===== src/rtl/video_pkg.sv =====
// rtl/video_pkg.sv - shared raster timing constants and types
package video_pkg;

    // Counter width for both hcount and vcount (covers totals up to 512).
    localparam int VC_W = 9;

    // Default raster: 320 x 256 pixel clocks at 5 MHz -> 64 us lines, 61.04 Hz frames.
    localparam int DEF_H_TOTAL      = 320;
    localparam int DEF_H_ACTIVE     = 256;
    localparam int DEF_H_SYNC_START = 272;
    localparam int DEF_H_SYNC_LEN   = 32;
    localparam int DEF_V_TOTAL      = 256;
    localparam int DEF_V_ACTIVE     = 232;
    localparam int DEF_V_SYNC_START = 240;
    localparam int DEF_V_SYNC_LEN   = 3;
    localparam int DEF_IRQ_EVERY    = 64;

    // Raster position and decodes bundled for downstream pipeline stages.
    typedef struct packed {
        logic [VC_W-1:0] hcount;
        logic [VC_W-1:0] vcount;
        logic            hsync_n;
        logic            vsync_n;
        logic            hblank;
        logic            vblank;
    } video_timing_t;

endpackage


===== src/rtl/video_timing_sync_counter.sv =====
// rtl/video_timing_sync_counter.sv - modulo counter with wrap, blank and sync decode
//
// Ports:
//   clk, reset_n : clock, asynchronous active-low reset
//   en           : advance enable
//   count        : current count, 0..TOTAL-1
//   wrap         : combinational, high when en is set and count is at TOTAL-1
//   blank        : registered, count >= ACTIVE
//   sync_n       : registered, low for SYNC_START <= count < SYNC_START+SYNC_LEN
module sync_counter
    import video_pkg::*;
#(
    parameter int TOTAL      = DEF_H_TOTAL,
    parameter int ACTIVE     = DEF_H_ACTIVE,
    parameter int SYNC_START = DEF_H_SYNC_START,
    parameter int SYNC_LEN   = DEF_H_SYNC_LEN
) (
    input  logic            clk,
    input  logic            reset_n,
    input  logic            en,
    output logic [VC_W-1:0] count,
    output logic            wrap,
    output logic            blank,
    output logic            sync_n
);

    if (!(ACTIVE < SYNC_START && SYNC_START + SYNC_LEN <= TOTAL && TOTAL <= 2 ** VC_W)) begin : g_illegal
        $error("sync_counter: illegal timing parameters");
    end

    localparam logic [VC_W-1:0] LAST     = VC_W'(TOTAL - 1);
    localparam logic [VC_W:0]   ACT_END  = (VC_W + 1)'(ACTIVE);
    localparam logic [VC_W:0]   SYNC_BEG = (VC_W + 1)'(SYNC_START);
    localparam logic [VC_W:0]   SYNC_END = (VC_W + 1)'(SYNC_START + SYNC_LEN);

    logic [VC_W-1:0] count_next;
    logic [VC_W:0]   nx;

    always_comb begin
        wrap       = en && (count == LAST);
        count_next = count;
        if (en) begin
            count_next = (count == LAST) ? '0 : count + 1'b1;
        end
    end

    // Decode from the next value so the registered decodes line up with count.
    // The extra bit lets SYNC_START+SYNC_LEN reach 512 without overflow.
    assign nx = {1'b0, count_next};

    always_ff @(posedge clk or negedge reset_n) begin
        if (!reset_n) begin
            count  <= '0;
            blank  <= 1'b0;
            sync_n <= 1'b1;
        end else if (en) begin
            count  <= count_next;
            blank  <= (nx >= ACT_END);
            sync_n <= !((nx >= SYNC_BEG) && (nx < SYNC_END));
        end
    end

endmodule


===== src/rtl/video_timing.sv =====
// rtl/video_timing.sv - raster timing generator advancing on the 5 MHz pixel enable
//
// Ports:
//   clk, reset_n      : 10 MHz clock, asynchronous active-low reset
//   ce5               : pixel advance enable, one clk wide
//   hcount, vcount    : raster position
//   hsync_n, vsync_n  : active-low syncs
//   hblank, vblank    : active-high blanking
//   line_start        : one-clk strobe when hcount wraps to 0
//   frame_start       : one-clk strobe when hcount and vcount both wrap to 0
//   irq               : one-clk strobe at the start of lines with vcount % IRQ_EVERY == 0
module video_timing
    import video_pkg::*;
#(
    parameter int H_TOTAL      = DEF_H_TOTAL,
    parameter int H_ACTIVE     = DEF_H_ACTIVE,
    parameter int H_SYNC_START = DEF_H_SYNC_START,
    parameter int H_SYNC_LEN   = DEF_H_SYNC_LEN,
    parameter int V_TOTAL      = DEF_V_TOTAL,
    parameter int V_ACTIVE     = DEF_V_ACTIVE,
    parameter int V_SYNC_START = DEF_V_SYNC_START,
    parameter int V_SYNC_LEN   = DEF_V_SYNC_LEN,
    parameter int IRQ_EVERY    = DEF_IRQ_EVERY
) (
    input  logic            clk,
    input  logic            reset_n,
    input  logic            ce5,
    output logic [VC_W-1:0] hcount,
    output logic [VC_W-1:0] vcount,
    output logic            hsync_n,
    output logic            vsync_n,
    output logic            hblank,
    output logic            vblank,
    output logic            line_start,
    output logic            frame_start,
    output logic            irq
);

    if (IRQ_EVERY < 1 || (IRQ_EVERY & (IRQ_EVERY - 1)) != 0) begin : g_illegal_irq
        $error("video_timing: IRQ_EVERY must be a power of two");
    end

    localparam logic [VC_W-1:0] IRQ_MASK = VC_W'(IRQ_EVERY - 1);

    logic            h_wrap;
    logic            v_wrap;
    logic [VC_W-1:0] v_new;

    sync_counter #(
        .TOTAL      (H_TOTAL),
        .ACTIVE     (H_ACTIVE),
        .SYNC_START (H_SYNC_START),
        .SYNC_LEN   (H_SYNC_LEN)
    ) u_h (
        .clk     (clk),
        .reset_n (reset_n),
        .en      (ce5),
        .count   (hcount),
        .wrap    (h_wrap),
        .blank   (hblank),
        .sync_n  (hsync_n)
    );

    // Vertical advances only on the horizontal wrap, so vsync/vblank change at hcount 0.
    sync_counter #(
        .TOTAL      (V_TOTAL),
        .ACTIVE     (V_ACTIVE),
        .SYNC_START (V_SYNC_START),
        .SYNC_LEN   (V_SYNC_LEN)
    ) u_v (
        .clk     (clk),
        .reset_n (reset_n),
        .en      (h_wrap),
        .count   (vcount),
        .wrap    (v_wrap),
        .blank   (vblank),
        .sync_n  (vsync_n)
    );

    // Line number the raster moves onto when the current line wraps.
    assign v_new = v_wrap ? '0 : vcount + 1'b1;

    always_ff @(posedge clk or negedge reset_n) begin
        if (!reset_n) begin
            line_start  <= 1'b0;
            frame_start <= 1'b0;
            irq         <= 1'b0;
        end else begin
            line_start  <= h_wrap;
            frame_start <= h_wrap && v_wrap;
            irq         <= h_wrap && ((v_new & IRQ_MASK) == '0);
        end
    end

endmodule


===== config.mk =====
export PLATFORM = sky130hd
export DESIGN_NAME = video_timing
export DESIGN_NICKNAME = d
export VERILOG_FILES = /design/src/rtl/video_pkg.sv /design/src/rtl/video_timing_sync_counter.sv /design/src/rtl/video_timing.sv
export SDC_FILE = /design/constraint.sdc
export NUM_CORES = 1
export LEC_CHECK = 0
export ABC_CLOCK_PERIOD_IN_PS = 3000
export BUFFER_PORTS_ARGS = -buffer_cell sky130_fd_sc_hd__buf_2
export CAP_MARGIN = 20
export CORE_MARGIN = 10
export CORE_UTILIZATION = 30
export CTS_BUF_LIST = sky130_fd_sc_hd__clkbuf_2
export DETAILED_ROUTE_END_ITERATION = 12
export GPL_TIMING_DRIVEN = 0
export HOLD_SLACK_MARGIN = 0.03
export PLACE_DENSITY_LB_ADDON = 0.15
export SETUP_SLACK_MARGIN = 0.15
export SYNTH_ARGS = -nofsm -noshare
export SYNTH_HDL_FRONTEND = slang
export SYNTH_SLANG_ARGS = --single-unit

===== constraint.sdc =====
create_clock -name clk -period 3 [get_ports clk]
set_input_delay 0.15 -clock clk [delete_from_list [all_inputs] [get_ports clk]]
set_output_delay 0.15 -clock clk [all_outputs]
set_load 0.005 [all_outputs]

==> results of run 1 <==
worst min-delay path, cell delays in order:
cell,delay [ns]
sky130_fd_sc_hd__buf_2,0.10
sky130_fd_sc_hd__buf_4,0.17
sky130_fd_sc_hd__a31oi_1,0.09
per-stage QoR:
step           area (um2)  hold WS, ns  power (mW)
2_1_floorplan        1430       -0.146       0.535
3_3_place_gp         1630        0.187       0.615
3_5_place_dp         1630        0.199       0.618
4_1_cts              1660       0.0814       0.769
5_1_grt              1660       0.0820       0.810
6_report             1660        0.111       0.753
routing by layer:
layer / wire length, um / vias up / GRT usage (%)
li1: - / 598 / -
met1: 1730 / 558 / 12.4
met2: 1550 / 20 / 14.7
met3: 170 / 4 / 2.46
met4: 40 / 0 / 3.47
met5: 0 / - / 0
kinds of logic (layout without fill, tap and decap cells):
logic type               after synthesis  in the layout
buffers and inverters                 15             47
AND/OR/NAND/NOR                       65             65
adder cells (fa/ha/maj)                2              2
multiplexers                           4              4
AO/OA/AOI/OAI                         31             31
XOR/XNOR                               9              9
flip-flops                            25             25
placed cells by master (no fill, tap or decap), types with 3 or more instances in the layout:
| cell type | count |
|---|---|
| sky130_fd_sc_hd__a31oi_1 | 5 |
| sky130_fd_sc_hd__buf_2 | 28 |
| sky130_fd_sc_hd__buf_4 | 5 |
| sky130_fd_sc_hd__clkbuf_2 | 4 |
| sky130_fd_sc_hd__dfrtp_1 | 23 |
| sky130_fd_sc_hd__inv_1 | 6 |
| sky130_fd_sc_hd__mux2_2 | 3 |
| sky130_fd_sc_hd__nand2_1 | 23 |
| sky130_fd_sc_hd__nand3_1 | 5 |
| sky130_fd_sc_hd__nand4_1 | 4 |
| sky130_fd_sc_hd__nor2_1 | 10 |
| sky130_fd_sc_hd__o21ai_0 | 4 |
| sky130_fd_sc_hd__o21ai_1 | 8 |
| sky130_fd_sc_hd__xnor2_1 | 6 |
| sky130_fd_sc_hd__xor2_1 | 3 |
power groups by stage:
stage          clock, mW  sequential, mW  combinational, mW
2_1_floorplan          0           0.438             0.0977
3_3_place_gp           0           0.443              0.172
3_5_place_dp           0           0.443              0.175
4_1_cts            0.155           0.437              0.178
5_1_grt            0.167           0.449              0.194
6_report           0.143           0.437              0.172
registers in the layout, indices dropped and copies added (netlist names):
name	cells
u_h.count	9
u_v.count	9
frame_start	1
irq	1
line_start	1
u_h.blank	1
u_h.sync_n	1
u_v.blank	1
u_v.sync_n	1
worst min-delay path by stage:
stage,slack [ns],endpoint,cells after the start
global placement,0.19,u_h.count[7],1
global route,0.08,u_h.sync_n,3
finish,0.11,u_h.sync_n,3
floorplan,-0.15,frame_start,0
detailed placement,0.20,u_h.count[7],1
CTS,0.08,u_h.sync_n,3
cell type report:
cell class              instances  area [um2]
multi-input cells             111         709
inverters                       7        26.3
fillers                       459        3000
clock buffers                   4        20.0
plain buffers                   8        65.1
repair buffers                 28         145
flip-flops and latches         25         628
well taps                      54        67.6
timing repair:
item | in CTS | in global routing
endpoints found under the hold margin | 23 | 0
setup buffers | 0 | 0
hold buffers | 1 | 0
==> flow_summary.ini, run 1 <==
[critical_path]
worstPathRequired_ns = 3.31
slowest_stage = sky130_fd_sc_hd__dfrtp_1
critical-path-max-stage-delay_ns = 0.53
setup.reg_to_reg.worst_slack_ns = 1.08
critical_path_depth = 7
terminus_of_the_critical_flop_to_flop_path = u_v.sync_n
cp.buffers_inverters = 1
worst_r2r_startpoint = u_v.count[1]
timing_worst_setup_path_type = register to register
arrival_ns = 2.23
timing.critical_path.to_type = register
timing.critical_path.from = u_v.count[1]
worstPathCellList = ha_1, buf_4, and4_1, nand4_1, xor2_1, nor4_2, a31oi_1
setup.worst_path.end = u_v.sync_n
critical_path.startpoint_type = register
worst-r2r-cell-count = 7
cp_max_fo = 9
critical-path-top-delay-family = simple AND/OR/NAND/NOR gates

[power]
total_leakage_power_nw = 0.774
power.share.clock_pct = 19.0
total_switching_power_mw = 0.257
p_seq_share_pct = 58.1
power_density_relative_to_cell_area_nw_per_um2 = 453
peakVddDrop_mv = 0.230
power.share.combinational_pct = 22.8
sw_frac_of_total_pct = 34.1
power_report.internal_total_mw = 0.496

[global_routing]
antenna_found_initial = 0
grt_overflow = 0
wire_length_of_the_first_global_routing_pass_mm = 5.89
gr-usage-all-layers_pct = 9.49
grt_max_degree = 26
first_global_vias = 1161

[synthesis]
yosys_warnings = 0
netlist_area_um2 = 1430
syn_area_per_cell_um2 = 9.46
synthesis.instances = 151
netlist_top_cells_area = sky130_fd_sc_hd__dfrtp_1, sky130_fd_sc_hd__nand2_1, sky130_fd_sc_hd__dfstp_2, sky130_fd_sc_hd__xnor2_1, sky130_fd_sc_hd__o21ai_1
synth-compound-area-share_pct = 14.2
synth.mux.area_fraction_pct = 3.06
synth_top_family_by_area = simple AND/OR/NAND/NOR gates
synthXorXnorAreaFrac_pct = 5.52
synth_cell_type_count = 49
synth_fp_nets = 156
synth_sequential_area_ratio_pct = 44.0
arithmetic_cell_share_of_the_synthesized_area_counting_full_adders_half_adders_and_majority_gates_pct = 1.75
synth.ff_latch_count = 25
ys_dominant_reg_cell = sky130_fd_sc_hd__dfrtp_1
synthDominantAreaCellType = sky130_fd_sc_hd__dfrtp_1
async_reset_ff_share_pct = 100
synth_top_cells_by_count = sky130_fd_sc_hd__dfrtp_1, sky130_fd_sc_hd__nand2_1, sky130_fd_sc_hd__nor2_1
synth_largest_type_area_fraction_pct = 40.3
synth-edff-count = 0
simple_gate_portion_of_the_synthesized_area_pct = 25.1

[route]
vias = 1180
drc_errors = 0
drt.antenna.violating_nets = 0
routedWlPerCell_um = 14.8
drt-vias-per-instance = 4.98
drt_iter0_drc = 42
route.final.wire_length_mm = 3.50
detail_route.first_pass.iterations = 4

[floorplan]
die_y_um = 89.0
placement_rows = 25
initial_utilization_pct = 30.7
placeableCoreArea_um2 = 4660
design.portCount = 28
fp.dieW_um = 89.0
die-area_um2 = 7920

[timing]
final_min_period_over_clock_period_pct = 63.9
setup_violations = 0
worst_setup_skew_after_layout_ns = 0.00584
worst_slew_margin_rel_pct = 61.0
grt_setup_unrepaired = false
layout_setup_ws_ns = 1.08
max_freq_mhz = 522
timing_hold_violations_final = 0
timing_max_transition_violations_final = 0
final_period_minus_worst_setup_slack_ns = 1.92
slew_at_the_pin_closest_to_its_max_slew_limit_ns = 0.584
setup_tns_ns = 0

[clock_tree]
clock_tree.htree_level_count = 1
worst_setup_hold_path_clk_slew_ns = 0.25
clockRootBuffer = sky130_fd_sc_hd__clkbuf_2
cts_tree = yes
clock_sink_count = 25
clk-insertion-delay-late_ns = 0.36
cts-root-to-sink-buffers = 2
tritoncts.num_buffers = 3
cts_resized = 0

[job]
max-cap-violations = 0

[cells_and_area]
antenna_cells = 0
final_core_utilization_pct = 35.7
layout.cells.non_filler = 237
area_growth_syn_to_layout_pct = 16.3
drive_above_1_share_pct = 31.7
finalNetCount = 189

[placement]
placement.setup.worst_slack_ns = 1.13
port_buffers = 27
place_inst = 232
place_hpwl_mm = 2.63
globalplace.congestion = 0.847

[worst_hold_path]
timing.hold.worst.class = primary input to register
min_from = ce5

[run_status]
outcome = finished clean
(Power assumes the default switching activity.)
==> inputs of run 2 (changes only) <==
--- a/config.mk
+++ b/config.mk
@@ -5,7 +5,7 @@
 export SDC_FILE = /design/constraint.sdc
 export NUM_CORES = 1
 export LEC_CHECK = 0
-export ABC_CLOCK_PERIOD_IN_PS = 3000
+export ABC_CLOCK_PERIOD_IN_PS = 1900
 export BUFFER_PORTS_ARGS = -buffer_cell sky130_fd_sc_hd__buf_2
 export CAP_MARGIN = 20
 export CORE_MARGIN = 10
==> constraint.sdc (replaced) <==
create_clock -name clk -period 1.9 [get_ports clk]
set_input_delay 0.095 -clock clk [delete_from_list [all_inputs] [get_ports clk]]
set_output_delay 0.095 -clock clk [all_outputs]
set_load 0.005 [all_outputs]
==> run 2 against run 1 <==
  * Global-route usage up 0.094 points
  * Sequential power is 61% higher
  * Via count up 2.5%
  * Sequential cell count did not move
  * Critical path type unchanged
==> flow_summary.ini, run 2 (synthesis gave the netlist of run 1 again) <==
[floorplan]
placeableCoreArea_um2 = 4660
placement_rows = 25
design.portCount = 28
die_y_um = 89.0
fp.dieW_um = 89.0
die-area_um2 = 7920
initial_utilization_pct = 30.7

[timing]
setup_tns_ns = 0
layout_setup_ws_ns = 0.269
holdWs_ns = 0.241
grt_setup_unrepaired = true
timing_hold_violations_final = 0
final_min_period_over_clock_period_pct = 85.9
max_freq_mhz = 613
worst_slew_margin_rel_pct = 60.7
final_period_minus_worst_setup_slack_ns = 1.63
slew_at_the_pin_closest_to_its_max_slew_limit_ns = 0.589
timing_max_transition_violations_final = 0
setup_violations = 0
worst_setup_skew_after_layout_ns = 0.00708

[route]
drt-vias-per-instance = 5.02
detail_route.first_pass.iterations = 4
drt_iter0_drc = 47
wl_met3_um = 160
vias = 1210
route.final.wire_length_mm = 3.62
drt.antenna.violating_nets = 0
drc_errors = 0
drt-met1-wl_mm = 1.77
dr.max_layer_used = met4
detailroute.wirelength.met2_mm = 1.65
routedWlPerCell_um = 15.0

[critical_path]
worst_r2r_startpoint = u_v.count[1]
setup.worst_path.end = u_v.sync_n
critical-path-max-stage-delay_ns = 0.42
timing.critical_path.to_type = register
arrival_ns = 1.93
worstPathCellList = ha_1, buf_6, and4_4, nand4_1, xor2_2, nor4_4, a31oi_1
timing_worst_setup_path_type = register to register
worstPathRequired_ns = 2.20
setup.reg_to_reg.worst_slack_ns = 0.27
worst-r2r-cell-count = 7
critical_path.startpoint_type = register
terminus_of_the_critical_flop_to_flop_path = u_v.sync_n
timing.critical_path.from = u_v.count[1]
cp_max_fo = 9
slowest_stage = sky130_fd_sc_hd__dfrtp_2

[clock_tree]
clock_sink_count = 25
clockRootBuffer = sky130_fd_sc_hd__clkbuf_2
tritoncts.num_buffers = 3
cts_tree = yes
worst_setup_hold_path_clk_slew_ns = 0.24
clock_tree.htree_level_count = 1
clk-insertion-delay-late_ns = 0.34
cts-root-to-sink-buffers = 2

[cells_and_area]
layout.cells.non_filler = 241
drive_above_1_share_pct = 37.4
reg_top3 = u_h.count (9), u_v.count (9)
antenna_cells = 0
mostFrequentLayoutCells = sky130_fd_sc_hd__buf_2, sky130_fd_sc_hd__nand2_1, sky130_fd_sc_hd__dfrtp_1
final_common_cell = sky130_fd_sc_hd__buf_2
area_growth_syn_to_layout_pct = 23.4
fillerInstances = 465
finalNetCount = 193
final_core_utilization_pct = 37.8

[global_routing]
antenna_found_initial = 0
wire_length_of_the_first_global_routing_pass_mm = 5.95
grt_overflow = 0
grt_max_degree = 26
gr-usage-all-layers_pct = 9.58
first_global_vias = 1185

[power]
p_seq_share_pct = 57.2
power.share.combinational_pct = 25.1
power_report.internal_total_mw = 0.815
power_density_relative_to_cell_area_nw_per_um2 = 697
sw_frac_of_total_pct = 33.6
total_leakage_power_nw = 0.820
power.share.clock_pct = 17.7
total_switching_power_mw = 0.413
peakVddDrop_mv = 0.385

[run_status]
outcome = finished clean

[placement]
place_hpwl_mm = 2.63
port_buffers = 27
placement.setup.worst_slack_ns = 0.0325
globalplace.congestion = 0.847
place_inst = 232

[worst_hold_path]
timing.hold.worst.class = primary input to asynchronous set/reset pin

[job]
max-cap-violations = 0
==> run 2: cell types whose count changed in the layout (fill, tap and decap cells not counted), sizes merged <==
cell         change
dlygate4sd3      +1
buf              +3
==> run 2: cell type report <==
cell class / count / area [um2] / area share [%]
plain buffers: 8 / 68.8 / 3.90
clock buffers: 4 / 20.0 / 1.14
inverters: 7 / 26.3 / 1.49
multi-input cells: 111 / 771 / 43.7
flip-flops and latches: 25 / 632 / 35.8
well taps: 54 / 67.6 / 3.83
repair buffers: 32 / 178 / 10.1
==> run 2: timing repair <==
item / 4_1_cts / 5_1_grt
hold buffers: 2 / 0
hold endpoints to repair: 24 / 0
setup endpoints to repair: 6 / 9
pin swaps: 0 / 1
gates resized for setup: 2 / 13
setup buffers: 2 / 1
==> run 2: layer usage <==
metal / track usage (%) / vias to the layer above
met3: 2.46 / 4
met4: 3.47 / 0
li1: - / 612
met2: 15.0 / 18
met1: 12.4 / 576
met5: 0 / -
==> run 2: how the worst min path moves through the flow <==
| stage | startpoint | end | slack (ns) | depth (start not counted) |
|---|---|---|---|---|
| after floorplan | reset_n | frame_start | -0.20 | 0 |
| after global placement | reset_n | u_h.count[7] | 0.13 | 1 |
| after detailed placement | reset_n | u_h.count[7] | 0.14 | 1 |
| after CTS | reset_n | u_h.count[7] | 0.24 | 2 |
| after global routing | reset_n | u_h.count[7] | 0.23 | 2 |
| final | reset_n | u_v.count[4] | 0.24 | 2 |
==> run 2: power by group through the flow <==
stage	Combinational, mW	Clock (mW)	Sequential (mW)
floorplan	0.154	0	0.691
global placement	0.272	0	0.700
detailed placement	0.277	0	0.699
CTS	0.282	0.244	0.690
global route	0.348	0.264	0.716
finish	0.308	0.218	0.702
==> run 2: stage by stage <==
| stage | total power [mW] | instance area, um2 |
|---|---|---|
| 6_report | 1.23 | 1760 |
| 5_1_grt | 1.33 | 1760 |
| 3_5_place_dp | 0.976 | 1630 |
| 4_1_cts | 1.22 | 1690 |
| 2_1_floorplan | 0.845 | 1430 |
| 3_3_place_gp | 0.971 | 1630 |
==> run 2: worst max-delay path, delay by kind of cell (launching register included) <==
family / cells / cell delay, ns
and+or+nand+nor: 3 / 0.56
DFF: 1 / 0.42
xor gates and xnor gates: 1 / 0.19
adders and majority gates: 1 / 0.15
buffers and inverters: 1 / 0.13
AOI/OAI and AO/OA: 1 / 0.13
==> inputs of run 3 (changes only) <==
--- a/config.mk
+++ b/config.mk
@@ -12,7 +12,6 @@
 export CORE_UTILIZATION = 30
 export CTS_BUF_LIST = sky130_fd_sc_hd__clkbuf_2
 export DETAILED_ROUTE_END_ITERATION = 12
-export GPL_TIMING_DRIVEN = 0
 export HOLD_SLACK_MARGIN = 0.03
 export PLACE_DENSITY_LB_ADDON = 0.15
 export SETUP_SLACK_MARGIN = 0.15
==> run 3 against run 2 <==
  * Setup slack got worse by 0.039 ns
  * Wire length fell by 5.0%
  * Combinational power increased by 11%
  * Clock skew shrank 0.0012 ns
  * Die area stayed put
  * Largest cell class unchanged
  * Total power about the same
  * Largest power group unchanged
  * Critical endpoint is now u_v.blank
  * Via count rose by 0.83%
==> flow_summary.ini, run 3 (synthesis gave the netlist of run 1 again) <==
[power]
peakVddDrop_mv = 0.371
power_density_relative_to_cell_area_nw_per_um2 = 718
total_leakage_power_nw = 0.767
p_total_mw = 1.23

[cells_and_area]
mostFrequentLayoutCells = sky130_fd_sc_hd__buf_2, sky130_fd_sc_hd__nand2_1, sky130_fd_sc_hd__dfrtp_1
final_core_utilization_pct = 36.7
area_growth_syn_to_layout_pct = 19.8
final_common_cell = sky130_fd_sc_hd__buf_2
layout.cells.non_filler = 239
antenna_cells = 0
drive_above_1_share_pct = 36.2
reg_top3 = u_h.count (9), u_v.count (9)
finalNetCount = 191

[global_routing]
antenna_found_initial = 0
grt_max_degree = 26
grt_overflow = 0
gr-usage-all-layers_pct = 8.94
wire_length_of_the_first_global_routing_pass_mm = 5.75
first_global_vias = 1159

[timing]
final_min_period_over_clock_period_pct = 87.9
slew_at_the_pin_closest_to_its_max_slew_limit_ns = 0.554
setup_tns_ns = 0
worst_setup_skew_after_layout_ns = 0.00593
timing_max_transition_violations_final = 0
final_period_minus_worst_setup_slack_ns = 1.67
worst_slew_margin_rel_pct = 63.1
holdWs_ns = 0.240
max_freq_mhz = 599
setup_violations = 0
grt_setup_unrepaired = true
timing_hold_violations_final = 0

[clock_tree]
clk-insertion-delay-late_ns = 0.34
clock_sink_count = 25
clockRootBuffer = sky130_fd_sc_hd__clkbuf_2
cts-root-to-sink-buffers = 2
worst_setup_hold_path_clk_slew_ns = 0.21
clock_tree.htree_level_count = 1
cts_tree = yes
tritoncts.num_buffers = 3

[placement]
port_buffers = 27
place_hpwl_mm = 2.61
globalplace.congestion = 0.892
place_inst = 229

[route]
routedWlPerCell_um = 14.4
drc_errors = 0
route.final.wire_length_mm = 3.44
vias = 1220
drt_iter0_drc = 90
detail_route.first_pass.iterations = 5
drt-vias-per-instance = 5.10
drt.antenna.violating_nets = 0

[critical_path]
timing.critical_path.to_type = register
critical_path_depth = 6
worst-r2r-cell-count = 6
timing_worst_setup_path_type = register to register
slowest_stage = sky130_fd_sc_hd__dfrtp_2
cp.buffers_inverters = 1
arrival_ns = 1.97
critical_path.startpoint_type = register
worstPathCellList = nor3b_4, nand3_4, inv_6, nand2_1, nor4_2, a21bo_1
setup.reg_to_reg.worst_slack_ns = 0.23
timing.critical_path.from = u_h.count[6]
cp_max_fo = 12
critical-path-max-stage-delay_ns = 0.51
critical-path-top-delay-family = simple AND/OR/NAND/NOR gates
worst_r2r_startpoint = u_h.count[6]
worstPathRequired_ns = 2.20

[floorplan]
fp.dieW_um = 89.0
die-area_um2 = 7920
design.portCount = 28
placement_rows = 25
die_y_um = 89.0
initial_utilization_pct = 30.7
placeableCoreArea_um2 = 4660

[job]
max-cap-violations = 0

[run_status]
outcome = finished clean

[worst_hold_path]
timing.hold.worst.class = primary input to asynchronous set/reset pin
-- run 3: path summary, 6_finish.rpt --
check | end
max | u_v.blank
min | u_h.count[2]
max reg2reg | u_v.blank
min reg2reg | u_v.sync_n
max in group asynchronous | u_v.count[4]
min in group clk | u_v.sync_n
-- run 3: area by class of cell --
type                            count  area (um2)
Sequential cell                    25         632
Multi-Input combinational cell    111         738
Inverter                            7        31.3
Tap cell                           54        67.6
Timing Repair Buffer               38         223
Clock buffer                        4        20.0
Fill cell                         467        2950
-- run 3: what timing repair did --
item | 4_1_cts | 5_1_grt
endpoints found under the hold margin | 23 | 1
pin swaps | 0 | 1
hold buffers | 1 | 1
resized for setup | 2 | 10
buffers inserted | 1 | 3
setup endpoints to repair | 2 | 8
-- run 3: per-stage QoR --
stage               instance area [um2]  setup slack (ns)
global route                       1710             0.114
finish                             1710             0.230
CTS                                1650             0.173
floorplan                          1430             0.228
global placement                   1600             0.194
detailed placement                 1600             0.137
-- run 3: where the power goes --
part / switching (mW) / total [mW] / internal [mW]
clock: 0.148 / 0.204 / 0.0557
sequential: 0.0887 / 0.685 / 0.596
combinational: 0.162 / 0.341 / 0.179
total: 0.399 / 1.23 / 0.831
-- run 3: per-layer routing --
| metal | vias up | GRT usage, % | wire length [um] |
|---|---|---|---|
| li1 | 597 | - | - |
| met1 | 583 | 12.1 | 1650 |
| met2 | 38 | 13.7 | 1560 |
| met3 | 2 | 2.92 | 217 |
| met4 | 0 | 1.59 | 9 |
| met5 | - | 0 | 0 |
-- run 3: worst reg2reg max path, stage by stage, from the launching register on --
cell	delay (ns)
sky130_fd_sc_hd__dfrtp_2	0.51
sky130_fd_sc_hd__nor3b_4	0.31
sky130_fd_sc_hd__nand3_4	0.19
sky130_fd_sc_hd__inv_6	0.14
sky130_fd_sc_hd__nand2_1	0.07
sky130_fd_sc_hd__nor4_2	0.26
sky130_fd_sc_hd__a21bo_1	0.15
